**config.mk**
```make
export PLATFORM = sky130hd
export DESIGN_NAME = uart_data_sender_flat
export DESIGN_NICKNAME = d
export VERILOG_FILES = /design/src/rtl/uart_data_sender_if.sv /design/src/rtl/uart_data_sender.sv /design/src/flat_wrapper.sv
export SDC_FILE = /design/constraint.sdc
export NUM_CORES = 1
export LEC_CHECK = 0
export CELL_PAD_IN_SITES_DETAIL_PLACEMENT = 1
export CELL_PAD_IN_SITES_GLOBAL_PLACEMENT = 2
export CORE_MARGIN = 2
export CORE_UTILIZATION = 36
export DETAILED_ROUTE_END_ITERATION = 8
export PLACE_DENSITY = 0.91
export SLEW_MARGIN = 10
export SYNTH_ARGS = -nofsm -noshare
export SYNTH_HDL_FRONTEND = slang
export SYNTH_SLANG_ARGS = --single-unit
export TNS_END_PERCENT = 20
```
**constraint.sdc**
```tcl
create_clock -name clk -period 3.1 [get_ports clk]
set_input_delay 0.62 -clock clk [delete_from_list [all_inputs] [get_ports clk]]
set_output_delay 0.62 -clock clk [all_outputs]
set_load 0.02 [all_outputs]
```
**src/rtl/uart_data_sender_if.sv**
```systemverilog
`default_nettype none
// ============================================================================
//  Module      : uart_data_sender_if
//  Description : Signal bundle between uart_data_sender, its control block,
//                its receive buffer (synchronous RAM) and the UART line.
//                master : the sender side (drives buffer reads and txd)
//                slave  : the environment side (control, buffer, line)
//  Signals     : data_send_run    - level run request from the control block
//                rd_en / rd_addr  - buffer read request
//                rd_data          - buffer read data, one clock after request
//                txd              - UART serial output, idle high
//                busy             - run in progress
//                data_send_finish - one-clock pulse after the last stop bit
//  Revision    : 1.0 - initial release
// ============================================================================
interface uart_data_sender_if #(
    parameter int ADDR_W = 14
);
    logic              data_send_run;
    logic              rd_en;
    logic [ADDR_W-1:0] rd_addr;
    logic [7:0]        rd_data;
    logic              txd;
    logic              busy;
    logic              data_send_finish;

    modport master (
        input  data_send_run,
        input  rd_data,
        output rd_en,
        output rd_addr,
        output txd,
        output busy,
        output data_send_finish
    );

    modport slave (
        output data_send_run,
        output rd_data,
        input  rd_en,
        input  rd_addr,
        input  txd,
        input  busy,
        input  data_send_finish
    );
endinterface
`default_nettype wire

```
**src/rtl/uart_data_sender.sv**
```systemverilog
`default_nettype none
// ============================================================================
//  Module      : uart_data_sender
//  Description : On a rising edge of data_send_run (seen in IDLE), reads
//                DATA_COUNT bytes from a synchronous-read buffer and sends
//                each one as an 8N1 UART frame on txd, LSB first, then pulses
//                data_send_finish for one clock.
//  Ports       : clk  - system clock, rising edge
//                rst  - asynchronous, active-high reset
//                bus  - uart_data_sender_if.master (run request, buffer read
//                       port, txd, busy, data_send_finish)
//  Parameters  : DATA_COUNT - bytes per run
//                ADDR_W     - buffer address width (2**ADDR_W >= DATA_COUNT)
//                BAUD_DIV   - clocks per UART bit (>= 2)
//  Revision    : 1.0 - initial release
// ============================================================================
module uart_data_sender #(
    parameter int DATA_COUNT = 10000,
    parameter int ADDR_W     = 14,
    parameter int BAUD_DIV   = 5208
) (
    input  logic                 clk,
    input  logic                 rst,
    uart_data_sender_if.master   bus
);

    localparam int                c_cnt_w     = $clog2(BAUD_DIV);
    localparam logic [c_cnt_w-1:0] c_baud_last = c_cnt_w'(BAUD_DIV - 1);
    localparam logic [c_cnt_w-1:0] c_baud_one  = c_cnt_w'(1);
    localparam logic [ADDR_W-1:0]  c_last_idx  = ADDR_W'(DATA_COUNT - 1);
    localparam logic [ADDR_W-1:0]  c_idx_one   = ADDR_W'(1);

    typedef enum logic [2:0] {
        S_IDLE  = 3'd0,
        S_FETCH = 3'd1,
        S_LOAD  = 3'd2,
        S_START = 3'd3,
        S_DATA  = 3'd4,
        S_STOP  = 3'd5,
        S_DONE  = 3'd6
    } state_t;

    state_t               r_state;
    state_t               w_state_next;
    logic                 r_run_d;
    logic [c_cnt_w-1:0]   r_baud_cnt;
    logic [c_cnt_w-1:0]   w_baud_cnt_next;
    logic [2:0]           r_bit_cnt;
    logic [2:0]           w_bit_cnt_next;
    logic [7:0]           r_shift;
    logic [7:0]           w_shift_next;
    logic [ADDR_W-1:0]    r_index;
    logic [ADDR_W-1:0]    w_index_next;
    logic                 r_txd;
    logic                 w_txd_next;

    logic                 w_start;
    logic                 w_baud_end;
    logic                 w_last_byte;

    // Rising edge of the run level; only acted on in IDLE.
    assign w_start     = bus.data_send_run & ~r_run_d;
    assign w_baud_end  = (r_baud_cnt == c_baud_last);
    assign w_last_byte = (r_index == c_last_idx);

    // ------------------------------------------------------------------
    // State register
    // ------------------------------------------------------------------
    always_ff @(posedge clk or posedge rst) begin
        if (rst) begin
            r_state <= S_IDLE;
        end else begin
            r_state <= w_state_next;
        end
    end

    // ------------------------------------------------------------------
    // Next-state and datapath next values
    // ------------------------------------------------------------------
    always_comb begin
        w_state_next    = r_state;
        w_bit_cnt_next  = r_bit_cnt;
        w_shift_next    = r_shift;
        w_index_next    = r_index;
        w_baud_cnt_next = '0;
        w_txd_next      = 1'b1;

        case (r_state)
            S_IDLE: begin
                if (w_start) begin
                    w_state_next = S_FETCH;
                end
            end
            S_FETCH: begin
                w_state_next = S_LOAD;
            end
            S_LOAD: begin
                // RAM data for the FETCH address is valid in this cycle.
                w_shift_next   = bus.rd_data;
                w_bit_cnt_next = 3'd0;
                w_state_next   = S_START;
            end
            S_START: begin
                if (w_baud_end) begin
                    w_state_next = S_DATA;
                end
            end
            S_DATA: begin
                if (w_baud_end) begin
                    w_shift_next = {1'b0, r_shift[7:1]};
                    if (r_bit_cnt == 3'd7) begin
                        w_state_next = S_STOP;
                    end else begin
                        w_bit_cnt_next = r_bit_cnt + 3'd1;
                    end
                end
            end
            S_STOP: begin
                if (w_baud_end) begin
                    if (w_last_byte) begin
                        w_state_next = S_DONE;
                    end else begin
                        w_index_next = r_index + c_idx_one;
                        w_state_next = S_FETCH;
                    end
                end
            end
            S_DONE: begin
                w_index_next = '0;
                w_state_next = S_IDLE;
            end
            default: begin
                w_state_next = S_IDLE;
            end
        endcase

        // Baud counter restarts on every state entry and after each bit.
        if (w_state_next == r_state &&
            (r_state == S_START || r_state == S_DATA || r_state == S_STOP)) begin
            w_baud_cnt_next = w_baud_end ? '0 : r_baud_cnt + c_baud_one;
        end

        // txd is derived from the upcoming state so the registered line
        // changes on the same edge as the state it belongs to.
        case (w_state_next)
            S_START: w_txd_next = 1'b0;
            S_DATA:  w_txd_next = w_shift_next[0];
            default: w_txd_next = 1'b1;
        endcase
    end

    // ------------------------------------------------------------------
    // Datapath registers
    // ------------------------------------------------------------------
    always_ff @(posedge clk or posedge rst) begin
        if (rst) begin
            r_run_d    <= 1'b0;
            r_baud_cnt <= '0;
            r_bit_cnt  <= 3'd0;
            r_shift    <= 8'd0;
            r_index    <= '0;
            r_txd      <= 1'b1;
        end else begin
            r_run_d    <= bus.data_send_run;
            r_baud_cnt <= w_baud_cnt_next;
            r_bit_cnt  <= w_bit_cnt_next;
            r_shift    <= w_shift_next;
            r_index    <= w_index_next;
            r_txd      <= w_txd_next;
        end
    end

    // ------------------------------------------------------------------
    // Outputs
    // ------------------------------------------------------------------
    // Index is zero whenever the FSM is idle, so rd_addr reads 0 there.
    assign bus.rd_en            = (r_state == S_FETCH);
    assign bus.rd_addr          = r_index;
    assign bus.txd              = r_txd;
    assign bus.busy             = (r_state != S_IDLE);
    assign bus.data_send_finish = (r_state == S_DONE);

endmodule
`default_nettype wire
```
**src/flat_wrapper.sv**
```systemverilog
// flat-port wrapper written by rule: the top's interface ports become plain ports
module uart_data_sender_flat 
#(
    parameter int DATA_COUNT = 10000,
    parameter int ADDR_W     = 14,
    parameter int BAUD_DIV   = 5208
)
  (clk, rst, bus_data_send_run, bus_rd_data, bus_rd_en, bus_rd_addr, bus_txd, bus_busy, bus_data_send_finish);
  uart_data_sender_if #(.ADDR_W(ADDR_W)) bus_i ();
  input  logic clk;
  input  logic rst;
  input wire logic [$bits(bus_i.data_send_run)-1:0] bus_data_send_run;
  input wire logic [$bits(bus_i.rd_data)-1:0] bus_rd_data;
  output wire logic [$bits(bus_i.rd_en)-1:0] bus_rd_en;
  output wire logic [$bits(bus_i.rd_addr)-1:0] bus_rd_addr;
  output wire logic [$bits(bus_i.txd)-1:0] bus_txd;
  output wire logic [$bits(bus_i.busy)-1:0] bus_busy;
  output wire logic [$bits(bus_i.data_send_finish)-1:0] bus_data_send_finish;
  assign bus_i.data_send_run = bus_data_send_run;
  assign bus_i.rd_data = bus_rd_data;
  assign bus_rd_en = bus_i.rd_en;
  assign bus_rd_addr = bus_i.rd_addr;
  assign bus_txd = bus_i.txd;
  assign bus_busy = bus_i.busy;
  assign bus_data_send_finish = bus_i.data_send_finish;
  uart_data_sender #(.DATA_COUNT(DATA_COUNT), .ADDR_W(ADDR_W), .BAUD_DIV(BAUD_DIV)) u_core (.clk(clk), .rst(rst), .bus(bus_i));
endmodule
```
After elaboration in Yosys (flattened, before gate mapping)
Index checks and enable logic that the tools add are counted.
{"block": "classes", "bitwise_logic": 2, "addsub": 3, "n_eq_ne": 16, "reduce_logical": 10, "n_mux": 18}
{"cell": "$mux W14", "count": 2}
{"cell": "$pmux W14 S2", "count": 1}
{"cell": "$mux W13", "count": 2}
{"cell": "$mux W3", "count": 8}
{"cell": "$pmux W3 S6", "count": 1}
{"cell": "$pmux W8 S2", "count": 1}
{"cell": "$eq A3 B3 Y1 const B", "count": 5}
{"cell": "$add A14 B1 Y14 const B", "count": 1}
{"cell": "$eq A14 B14 Y1 const B", "count": 1}
{"cell": "$add A13 B1 Y13 const B", "count": 1}
{"cell": "$eq A13 B13 Y1 const B", "count": 1}
{"cell": "$eq A3 B2 Y1 const B", "count": 3}
{"cell": "$mux W8", "count": 1}
{"cell": "$pmux W3 S2", "count": 1}
{"cell": "$reduce_and A3 Y1", "count": 2}
{"cell": "$ne A2 B1 Y1 const B", "count": 2}
{"cell": "$ne A2 B2 Y1 const B", "count": 2}
{"cell": "$reduce_bool A2 Y1", "count": 2}
{"cell": "$add A3 B1 Y3 const B", "count": 1}
{"cell": "$eq A3 B1 Y1 const B", "count": 1}
{"cell": "$eq A3 B3 Y1", "count": 1}
{"cell": "$logic_not A3 Y1", "count": 1}
{"cell": "$reduce_bool A3 Y1", "count": 1}
{"cell": "$logic_or A1 B1 Y1", "count": 2}
{"cell": "other kinds (5)", "count": 5}
{"block": "word_totals", "ff_bits": 43, "elab_cells": 57, "in_bits": 11, "output_inout_bits": 18}

Longest topological paths before layout
Gate-level depths: netlist of run 1.
{"block": "depth", "word_depth": 7, "ltp_mapped": 7}

Least setup slack after synthesis of run 1
Ideal clock, no wire load.
{"block": "synth_path", "path_type": "register to register", "start": "register u_core.r_index[4] (netlist: u_core.bus.rd_addr[4])", "end": "register u_core.r_index[1] (netlist: u_core.bus.rd_addr[1])", "required_ns": 2.958, "arrival_time_ns": 2.014, "setup_time_ns": 0.142, "setup_slack_ns": 0.945, "path_stages_with_launch": 7, "path_cell_list": "dfrtp_1 > or4bb_1 > or4_1 > clkbuf_1 > nand3_4 > mux2i_1 > nor2_1"}
{"block": "synth_via", "elab_chain_len": 3}
{"element": "start: declaration", "line": "uart_data_sender.sv:52", "text": "logic [ADDR_W-1:0] r_index;"}
{"element": "start signal: assignment", "line": "uart_data_sender.sv:168", "text": "r_index <= w_index_next;"}
{"element": "$eq A14 B14 Y1", "line": "uart_data_sender.sv:64", "text": "assign w_last_byte = (r_index == c_last_idx);"}
{"element": "$ne A2 B2 Y1 (no source line)"}
{"element": "$reduce_and A3 Y1 (no source line)"}
Every way passes these cells.
A chain may end at the register's enable or synchronous reset.

Final worst setup path of run 1
{"block": "layout_path", "start": "register u_core.r_state[0]", "end": "output bus_data_send_finish"}
{"block": "layout_via", "elab_chain_len": 1}
{"element": "start: declaration", "line": "uart_data_sender.sv:43", "text": "state_t r_state;"}
{"element": "start signal: assignment", "line": "uart_data_sender.sv:73", "text": "r_state <= w_state_next;"}
{"element": "$eq A3 B3 Y1", "line": "uart_data_sender.sv:181", "text": "assign bus.data_send_finish = (r_state == S_DONE);"}
{"element": "end: declaration", "line": "flat_wrapper.sv:18", "text": "output wire logic [$bits(bus_i.data_send_finish)-1:0] bus_data_send_finish;"}
Every way passes these cells.

==> flow_summary_export.csv, run 1 <==
group,metric,value,unit
placement,gp_congestion,0.7693,
floorplan,die_h,82.04,um
global_routing,grt_max_degree,26,
timing,fin_worst_skew,0.008137,ns
power,powerDensity,357.9,nW/um^2
detailed_routing,route.detailed.drc,0,
setup_path,slowest_stage,"clkdlybuf4s50_1",
finish,drive_gt1_share,8.209,%
power,p_clk_share,36.9,%
synth,ys_ff_latch,43,
floorplan,die_area,6730,sq um
synth,syn_area_per_cell,9.408,sq um
floorplan,coreArea,5886,sq um
clock_network,cts_setup_buffers,0,
finish,finalInstanceArea,2659,sq um
global_routing,globalRoute.busiestLayer,"met2",
synth,synth_cells,233,
setup_path,path_cells,"inv_1, nand3_1, inv_1, clkdlybuf4s50_1",
power,p_sw,216.1,uW
detailed_routing,wirelength,5.350,mm
placement,dp_hpwl,3.917,mm
detailed_routing,drt-wirelength-per-cell,15.60,um
synth,yosysWarningCount,0,
flow_run,cap_viol_max_count,0,
timing,finalCriticalPeriod,2.655,ns
power,p_int,735.5,uW
timing,relSlewSlack,36.78,%
placement,port_buffers,28,
detailed_routing,antenna_left,0,
clock_network,cts_tree,"done",
clock_network,h-tree-depth,2,
setup_path,slowest_delay,0.61,ns
setup_path,endpoint_kind,"output pin",
timing,hold_violations,0,
detailed_routing,dr.pass1.iters,4,
timing,fin_crit_sh,85.64,%
finish,layout_common_cells,"dfrtp_1, nand2_1, clkdlybuf4s50_1, nor2_1, nand3_1",
floorplan,io_pins,29,
detailed_routing,vias_per_cell,5.370,
power,total_power,951.6,uW
min_path,hold_class,"reg -> reg",
clock_network,tritoncts.num_buffers,5,
timing,max_freq,376.7,MHz
placement,dpl_cell_area,2575,sq um
setup_path,required,2.48,ns
synth,synth_seq_area_share,49.14,%
clock_network,path_clk_slew,0.08,ns
setup_path,cp-start-kind,"flip-flop",
setup_path,path_class,"reg -> out",
timing,rsz0062_at_grt,"no",
placement,dp_cells,335,
synth,synth.distinct_cells,39,
clock_network,clk_path_buf_depth,2,
global_routing,gr-usage-all-layers,17.95,%
floorplan,die_x,82.04,um
global_routing,met3_usage,3.516,%
run_status,status,"finished clean",
global_routing,grt_pass1_vias,1899,
detailed_routing,drt_iter0_markers,125,
finish,final_cells,343,
power,leakage,0.001140,uW
global_routing,gr-usage-met2,29.11,%
clock_network,cts_sinks,43,
power,ir_worst_vdd,0.2292,mV
clock_network,clock_latency,0.30,ns
global_routing,grt-ovfl-total,0,
setup_path,crit_top_cell,"inv_1",
global_routing,grt_pass1_wl,9.135,mm
setup_path,path_buf_inv,3,
synth,synth_edf_count,0,
clock_network,cts-hold-fix-buffers,0,
timing,maxSlewViolCount,0,
power,p_sw_share,22.71,%
setup_path,cp.arrival,2.03,ns
detailed_routing,via_count,1842,
synth,syn_area,2192,sq um
power,seq_power_share,59.8,%
synth,async_flop_share,100.0,%
clock_network,clockRootBuffer,"clkbuf_8",
setup_path,cp_max_fo,9,
synth,synthFlopType,"dfrtp_1",
global_routing,grtUsageMet1,23.25,%
clock_network,ctsResizeCount,0,
timing,tns,0,ns
finish,diodes,0,
setup_path,path_delay_family,"buffers and inverters",
timing,worst_pin_slew,0.9425,ns
power,pwr-share-comb,3.3,%
synth,syn-num-nets,248,
timing,whs,0.4798,ns
finish,layout_commonest_cell,"dfrtp_1",
floorplan,start_util,37.24,%
finish,area_delta_synth_final,21.29,%
timing,finalSetupViolCount,0,
finish,nets,282,
floorplan,row_count,28,
global_routing,antenna_found_initial,0,
stage by stage:
stage                     setup WS (ns)  util [%]
after global placement           0.8331     43.75
after detailed placement         0.7813     43.75
after global routing             0.2748     45.17
final                            0.4451     45.17
after floorplan                  0.9445         -
after CTS                        0.4430     45.17
cell usage after synthesis (3+ instances only):
library cell | count | area share, %
a22oi_1 | 6 | 2.1
nand2_1 | 29 | 5.0
xor2_1 | 5 | 2.0
xnor2_1 | 10 | 4.0
dfrtp_1 | 42 | 48
or3_1 | 7 | 2.0
nor4_1 | 3 | 0.86
nand2b_1 | 4 | 1.1
or4_1 | 3 | 1.0
inv_1 | 9 | 1.5
nor2_1 | 26 | 4.5
mux2i_1 | 3 | 1.4
ha_1 | 4 | 2.3
clkbuf_1 | 3 | 0.51
nand3_1 | 16 | 3.7
nor3_1 | 10 | 2.3
nand4_1 | 9 | 2.6
a21oi_1 | 7 | 1.6
o21ai_0 | 14 | 3.2
power groups by stage:
stage                     Combinational (uW)  Clock, uW  Sequential (uW)
after global placement                  32.0          0              580
after global routing                    36.0        384              570
after detailed placement                32.6          0              581
after floorplan                         12.4          0              580
after CTS                               32.7        360              569
final                                   31.3        351              569
tightest hold or removal path, stage by stage, from the launching register on:
cell and delay (ns):
dfrtp_1 0.35, nand2_1 0.05, nand2_1 0.05
worst paths after layout:
path | start | end | slack [ns] | cells past startpoint
setup / recovery | u_core.r_state[0] | bus_data_send_finish | 0.45 | 4
hold / removal | u_core.r_shift[4] | u_core.r_shift[4] | 0.48 | 2
setup reg to reg | u_core.r_baud_cnt[8] | u_core.bus.rd_addr[13] | 0.75 | 5
hold reg to reg | u_core.r_shift[4] | u_core.r_shift[4] | 0.48 | 2
max in group asynchronous | rst | u_core.bus.txd | 1.70 | 3
min in group asynchronous | rst | u_core.bus.rd_addr[10] | 0.72 | 2
routing by layer:
metal | share of wire [%] | wire, um | vias to the layer above
li1 | - | - | 893
met1 | 46 | 2476 | 909
met2 | 49 | 2608 | 29
met3 | 2.5 | 134 | 11
met4 | 2.4 | 131 | 0
met5 | 0 | 0 | -
state kept, by name, summed over array words and instances (netlist names):
name	count
u_core.r_state	3
u_core.r_bit_cnt	3
u_core.bus.txd	1
u_core.r_run_d	1
u_core.bus.rd_addr	14
u_core.r_shift	8
u_core.r_baud_cnt	13
cells by family (layout without fill, tap and decap cells):
family	after synthesis	count (layout)	synth area share, %
AOI/OAI and AO/OA	33	33	9.075
xor gates and xnor gates	15	15	5.993
adders and majority gates	4	4	2.283
buffers and inverters	14	49	2.511
DFF	43	43	49.14
muxes	3	3	1.370
and+or+nand+nor	121	121	29.62
layout make-up:
| type | count | area, sq um |
|---|---|---|
| Fill cell | 684 | 3227 |
| Sequential cell | 43 | 1077 |
| Multi-Input combinational cell | 176 | 1060 |
| Timing Repair Buffer | 32 | 310.3 |
| Tap cell | 75 | 93.84 |
| Clock buffer | 5 | 68.82 |
| Inverter | 9 | 33.78 |
| Clock inverter | 3 | 15.01 |
Note: power is estimated with default switching activity, not from simulation.
==> inputs of run 2 (changes only) <==
--- a/config.mk
+++ b/config.mk
@@ -5,6 +5,7 @@
 export SDC_FILE = /design/constraint.sdc
 export NUM_CORES = 1
 export LEC_CHECK = 0
+export CAP_MARGIN = 10
 export CELL_PAD_IN_SITES_DETAIL_PLACEMENT = 1
 export CELL_PAD_IN_SITES_GLOBAL_PLACEMENT = 2
 export CORE_MARGIN = 2
==> constraint.sdc (replaced) <==
create_clock -name clk -period 3.1 [get_ports clk]
set_input_delay 0.31 -clock clk [delete_from_list [all_inputs] [get_ports clk]]
set_output_delay 0.31 -clock clk [all_outputs]
set_load 0.02 [all_outputs]
==> run 2 against run 1 <==
Compared with the run above: first-iteration DRC count decreased by 77%; setup slack better by 0.30 ns; flip-flop and latch count is the same; routed wire length shrank 3.9%; critical path type is now reg -> reg.
==> flow_summary_export.csv, run 2 (same netlist as run 1, synthesis figures left out) <==
group,metric,value,unit
timing,finalSetupViolCount,0,
setup_path,slowest_stage,"or4b_4",
global_routing,gr-usage-all-layers,17.14,%
power,ir_worst_vdd,0.2135,mV
detailed_routing,routedLengthMet1,2.443,mm
timing,relSlewSlack,54.44,%
clock_network,clockRootBuffer,"clkbuf_8",
setup_path,r2r_cells,5,
clock_network,ctsResizeCount,0,
finish,drive_gt1_share,7.865,%
finish,diodes,0,
global_routing,grt_pass1_wl,8.907,mm
detailed_routing,via_count,1805,
clock_network,path_clk_slew,0.08,ns
floorplan,die_area,6730,sq um
finish,post-route-util,45.05,%
clock_network,tritoncts.num_buffers,5,
global_routing,antenna_found_initial,0,
placement,dp_cells,334,
floorplan,coreArea,5886,sq um
floorplan,io_pins,29,
setup_path,required,3.32,ns
detailed_routing,met2RoutedLength,2.504,mm
setup_path,rrSetupSlack,0.74,ns
detailed_routing,drt-wirelength-per-cell,15.04,um
finish,largest_register_ffs,14,
timing,fin_crit_sh,76.11,%
timing,hold_violations,0,
min_path,hold_class,"in -> async",
finish,nets,281,
placement,gp_congestion,0.7352,
detailed_routing,drt_iter0_markers,29,
timing,whs,0.4641,ns
clock_network,cts_sinks,43,
power,powerDensity,357.5,nW/um^2
floorplan,die_h,82.04,um
timing,tns,0,ns
placement,port_buffers,28,
floorplan,start_util,37.24,%
timing,max_freq,423.9,MHz
global_routing,grt_max_degree,44,
setup_path,cp-start-kind,"flip-flop",
clock_network,cts_tree,"done",
detailed_routing,dr.max_layer_used,"met4",
setup_path,cp.arrival,2.58,ns
finish,layout_commonest_cell,"dfrtp_1",
placement,dp_hpwl,3.744,mm
setup_path,path_class,"reg -> reg",
detailed_routing,dr.pass1.iters,4,
clock_network,cts_setup_buffers,0,
detailed_routing,antenna_left,0,
clock_network,clock_latency,0.30,ns
timing,fin_worst_skew,0.007394,ns
setup_path,path_cells,"or4b_4, nor3_1, nand4_1, or3_1, a21oi_1",
clock_network,cts-hold-fix-buffers,0,
finish,area_delta_synth_final,20.95,%
floorplan,die_x,82.04,um
setup_path,r2r_end,"u_core.bus.rd_addr[13]",
detailed_routing,vias_per_cell,5.278,
run_status,status,"finished clean",
timing,rsz0062_at_grt,"no",
finish,layout_common_cells,"dfrtp_1, nand2_1, clkdlybuf4s50_1, nor2_1, nand3_1",
detailed_routing,route.met3.wl,120,um
detailed_routing,wirelength,5.142,mm
global_routing,grt_pass1_vias,1883,
clock_network,clk_path_buf_depth,2,
timing,worst_pin_slew,0.6772,ns
power,total_power,947.8,uW
clock_network,h-tree-depth,2,
power,leakage,0.001136,uW
timing,finalCriticalPeriod,2.359,ns
timing,maxSlewViolCount,0,
setup_path,crit_start,"u_core.r_baud_cnt[8]",
floorplan,row_count,28,
finish,n_fill_cell,684,
setup_path,cp-endpoint,"u_core.bus.rd_addr[13]",
global_routing,grt-ovfl-total,0,
setup_path,cp_max_fo,6,
setup_path,slowest_delay,0.60,ns
setup_path,r2r_start,"u_core.r_baud_cnt[8]",
setup_path,endpoint_kind,"flip-flop",
detailed_routing,route.detailed.drc,0,
flow_run,cap_viol_max_count,0,
finish,final_cells,342,
==> run 2: cell types whose count changed in the layout (fill, tap and decap cells not counted) <==
cell | previous run | this run
buf_4 | 4 | 3
==> run 2: routing by layer <==
layer  vias up  track usage (%)
met5         -                0
met4         0            6.000
met1       885            21.92
met3         6            3.077
li1        892                -
met2        22            29.02
==> run 2: worst max-delay path, delay by kind of cell, from the launching register on <==
kind / cells / cell delay [ns]
simple gates: 4 / 1.71
compound gates: 1 / 0.15
flops: 1 / 0.44
==> run 2: worst min path at each step <==
stage / startpoint / endpoint / slack (ns) / cells after the start
after floorplan: bus_data_send_run / u_core.r_run_d / 0.34 / 0
after global placement: u_core.r_shift[2] / u_core.r_shift[2] / 0.46 / 2
after detailed placement: u_core.r_shift[4] / u_core.r_shift[4] / 0.47 / 2
after CTS: bus_data_send_run / u_core.r_run_d / 0.46 / 1
after global routing: bus_data_send_run / u_core.r_run_d / 0.49 / 1
final: rst / u_core.r_baud_cnt[3] / 0.46 / 3
==> run 2: stage by stage <==
stage / setup WS [ns] / area [sq um]
6_report: 0.7407 / 2651
5_1_grt: 0.5858 / 2651
3_5_place_dp: 0.7869 / 2567
2_1_floorplan: 0.9445 / 2192
4_1_cts: 0.7451 / 2651
3_3_place_gp: 0.7748 / 2567
==> run 2: area by class of cell <==
type | instances | area (sq um) | share of cell area [%]
Clock buffer | 5 | 68.82 | 2.596
Clock inverter | 3 | 15.01 | 0.5663
Inverter | 9 | 33.78 | 1.274
Multi-Input combinational cell | 176 | 1060 | 39.97
Sequential cell | 43 | 1077 | 40.63
Tap cell | 75 | 93.84 | 3.539
Timing Repair Buffer | 31 | 302.8 | 11.42
==> run 2: power by group <==
group          internal [uW]  total (uW)  leakage (uW)  switching, uW
Clock                    154         349     0.0000477            195
Sequential               566         569      0.000543           2.83
Combinational           13.9        29.6      0.000545           15.7
Total                    735         948       0.00114            213
==> RTL change (config.mk and constraints of run 1) <==
`ADDR_W` is set to 14 in 3 places; all go to 13.
--- a/src/rtl/uart_data_sender_if.sv
+++ b/src/rtl/uart_data_sender_if.sv
@@ -14,7 +14,7 @@
 //  Revision    : 1.0 - initial release
 // ============================================================================
 interface uart_data_sender_if #(
-    parameter int ADDR_W = 14
+    parameter int ADDR_W = 13
 );
     logic              data_send_run;
     logic              rd_en;
--- a/src/rtl/uart_data_sender.sv
+++ b/src/rtl/uart_data_sender.sv
@@ -16,7 +16,7 @@
 // ============================================================================
 module uart_data_sender #(
     parameter int DATA_COUNT = 10000,
-    parameter int ADDR_W     = 14,
+    parameter int ADDR_W     = 13,
     parameter int BAUD_DIV   = 5208
 ) (
     input  logic                 clk,
--- a/src/flat_wrapper.sv
+++ b/src/flat_wrapper.sv
@@ -2,7 +2,7 @@
 module uart_data_sender_flat 
 #(
     parameter int DATA_COUNT = 10000,
-    parameter int ADDR_W     = 14,
+    parameter int ADDR_W     = 13,
     parameter int BAUD_DIV   = 5208
 )
   (clk, rst, bus_data_send_run, bus_rd_data, bus_rd_en, bus_rd_addr, bus_txd, bus_busy, bus_data_send_finish);
Ports: changed (resized bus_rd_addr); port bits go from 29 to 28. No check against the original RTL was run, so the function may have changed too.
==> RTL change against run 1 <==
Register-to-register slack gained 0.21 ns; routed wire length is 4.0% lower; final area rose by 0.38%; clock power grew 26%; sequential share of layout area shrank 1.1 points; synthesized area grew 0.40%; combinational power shrank 4%; sequential cell count is 1 lower; highest routed layer unchanged; setup slack gained 0.034 ns; global-route usage is 1.1 points lower; non-clock buffer count shrank 3; power is 8.0% higher.
==> RTL change: results (changes against run 1) <==
status: finished clean
clock buffers: 6 (+1)
vias per cell: 5.44 (+1.2%)
Pleak: 1.16 nW (+1.7%)
share of cells above drive strength 1: 6.25% (-2.0 points)
inverters: 6 (-3)
Compound-Gate Fraction of Synth Area: 13.5% (+4.4 points)
area of the multi-input gates: 0.00110 sq mm (+4.0%)
Port Buffers: 27 (-3.6%)
design area: 0.00267 sq mm (+0.38%)
fin cells: 331 (-3.5%)
sequential fraction of design power: 54.1% (-5.7 points)
DP HPWL: 3850 um (-1.8%)
Final clock-cell share: 4.22% (+1.1 points)
adder-cell share of the synthesized area: 2.27% (-0.0091 points)
Starting DRT DRC Count: 112 (-10%)
R2R cell count: 6 (+1)
Filler cells: 676 (-1.2%)
nets: 271 (-3.9%)
gpl congestion: 0.808 (+5.0%)
commonest cells in the netlist: dfrtp_1 (41), nor2_1 (30), nand2_1 (19), nand4_1 (12), nand3_1 (10)
r2r setup slk: 0.96 ns (+0.21 ns)
Placed Area: 0.00256 sq mm (-0.73%)
post-synthesis sequential area ratio: 47.8% (-1.3 points)
PnR Total Power: 1.03 mW (+8.0%)
first-pass GRT wire length: 8720 um (-4.5%)
Setup Slack @ Placement: 0.798 ns (+0.0167 ns)
synth top area cells: dfrtp_1 (47%), nor2_1 (5.1%), xnor2_1 (3.6%), nand4_1 (3.4%), nand2_1 (3.2%)
Layout non-clock buf frac: 10.7% (-0.98 points)
Placed Instances: 324 (-3.3%)
R2R Path Start: u_core.bus.rd_addr[0]$_DFFE_PP0P_
Rel. slew slack: 57.6% (+21 points)
GRT Util Overall: 16.9% (-1.1 points)
multiplexer share of the synthesized area: 1.42% (+0.051 points)
Synth Area in XOR/XNOR: 5.57% (-0.42 points)
WHS: 0.479 ns (-0.000654 ns)
cell count after synthesis: 224 (-3.9%)
Peak VDD IR: 0.187 mV (-18%)
post-synthesis cell type count: 50 (+28%)
crit path max fanout: 12 (+3)
Worst Skew: 0.00526 ns (-0.00287 ns)
reg-to-reg endpoint: u_core.bus.rd_addr[12]$_DFFE_PP0P_
Post-Route WL: 5140 um (-4.0%)
==> RTL change: cell types whose count changed in the layout (fill, tap and decap cells not counted), moves of 5 or more <==
cell,run 1,this run
o21ai_1,0,8
nand3_1,16,10
a22o_1,0,6
nand2_1,29,19
nor3_1,10,5
a21o_1,0,7
o21ai_0,14,3
a22oi_1,6,1
==> RTL change: layer usage <==
layer | share of wire (%) | vias to the layer above | global-route usage (%)
met3 | 2.5 | 6 | 3.26
met4 | 1.3 | 0 | 5.50
met5 | 0 | - | 0
li1 | - | 867 | -
met2 | 48 | 22 | 27.3
met1 | 48 | 904 | 22.7
==> RTL change: cells by family after synthesis <==
| kind of cell | Yosys count |
|---|---|
| AOI/OAI and AO/OA | 43 |
| adders and majority gates | 4 |
| buffers and inverters | 10 |
| muxes | 3 |
| xor gates and xnor gates | 14 |
| DFF | 42 |
| and+or+nand+nor | 108 |
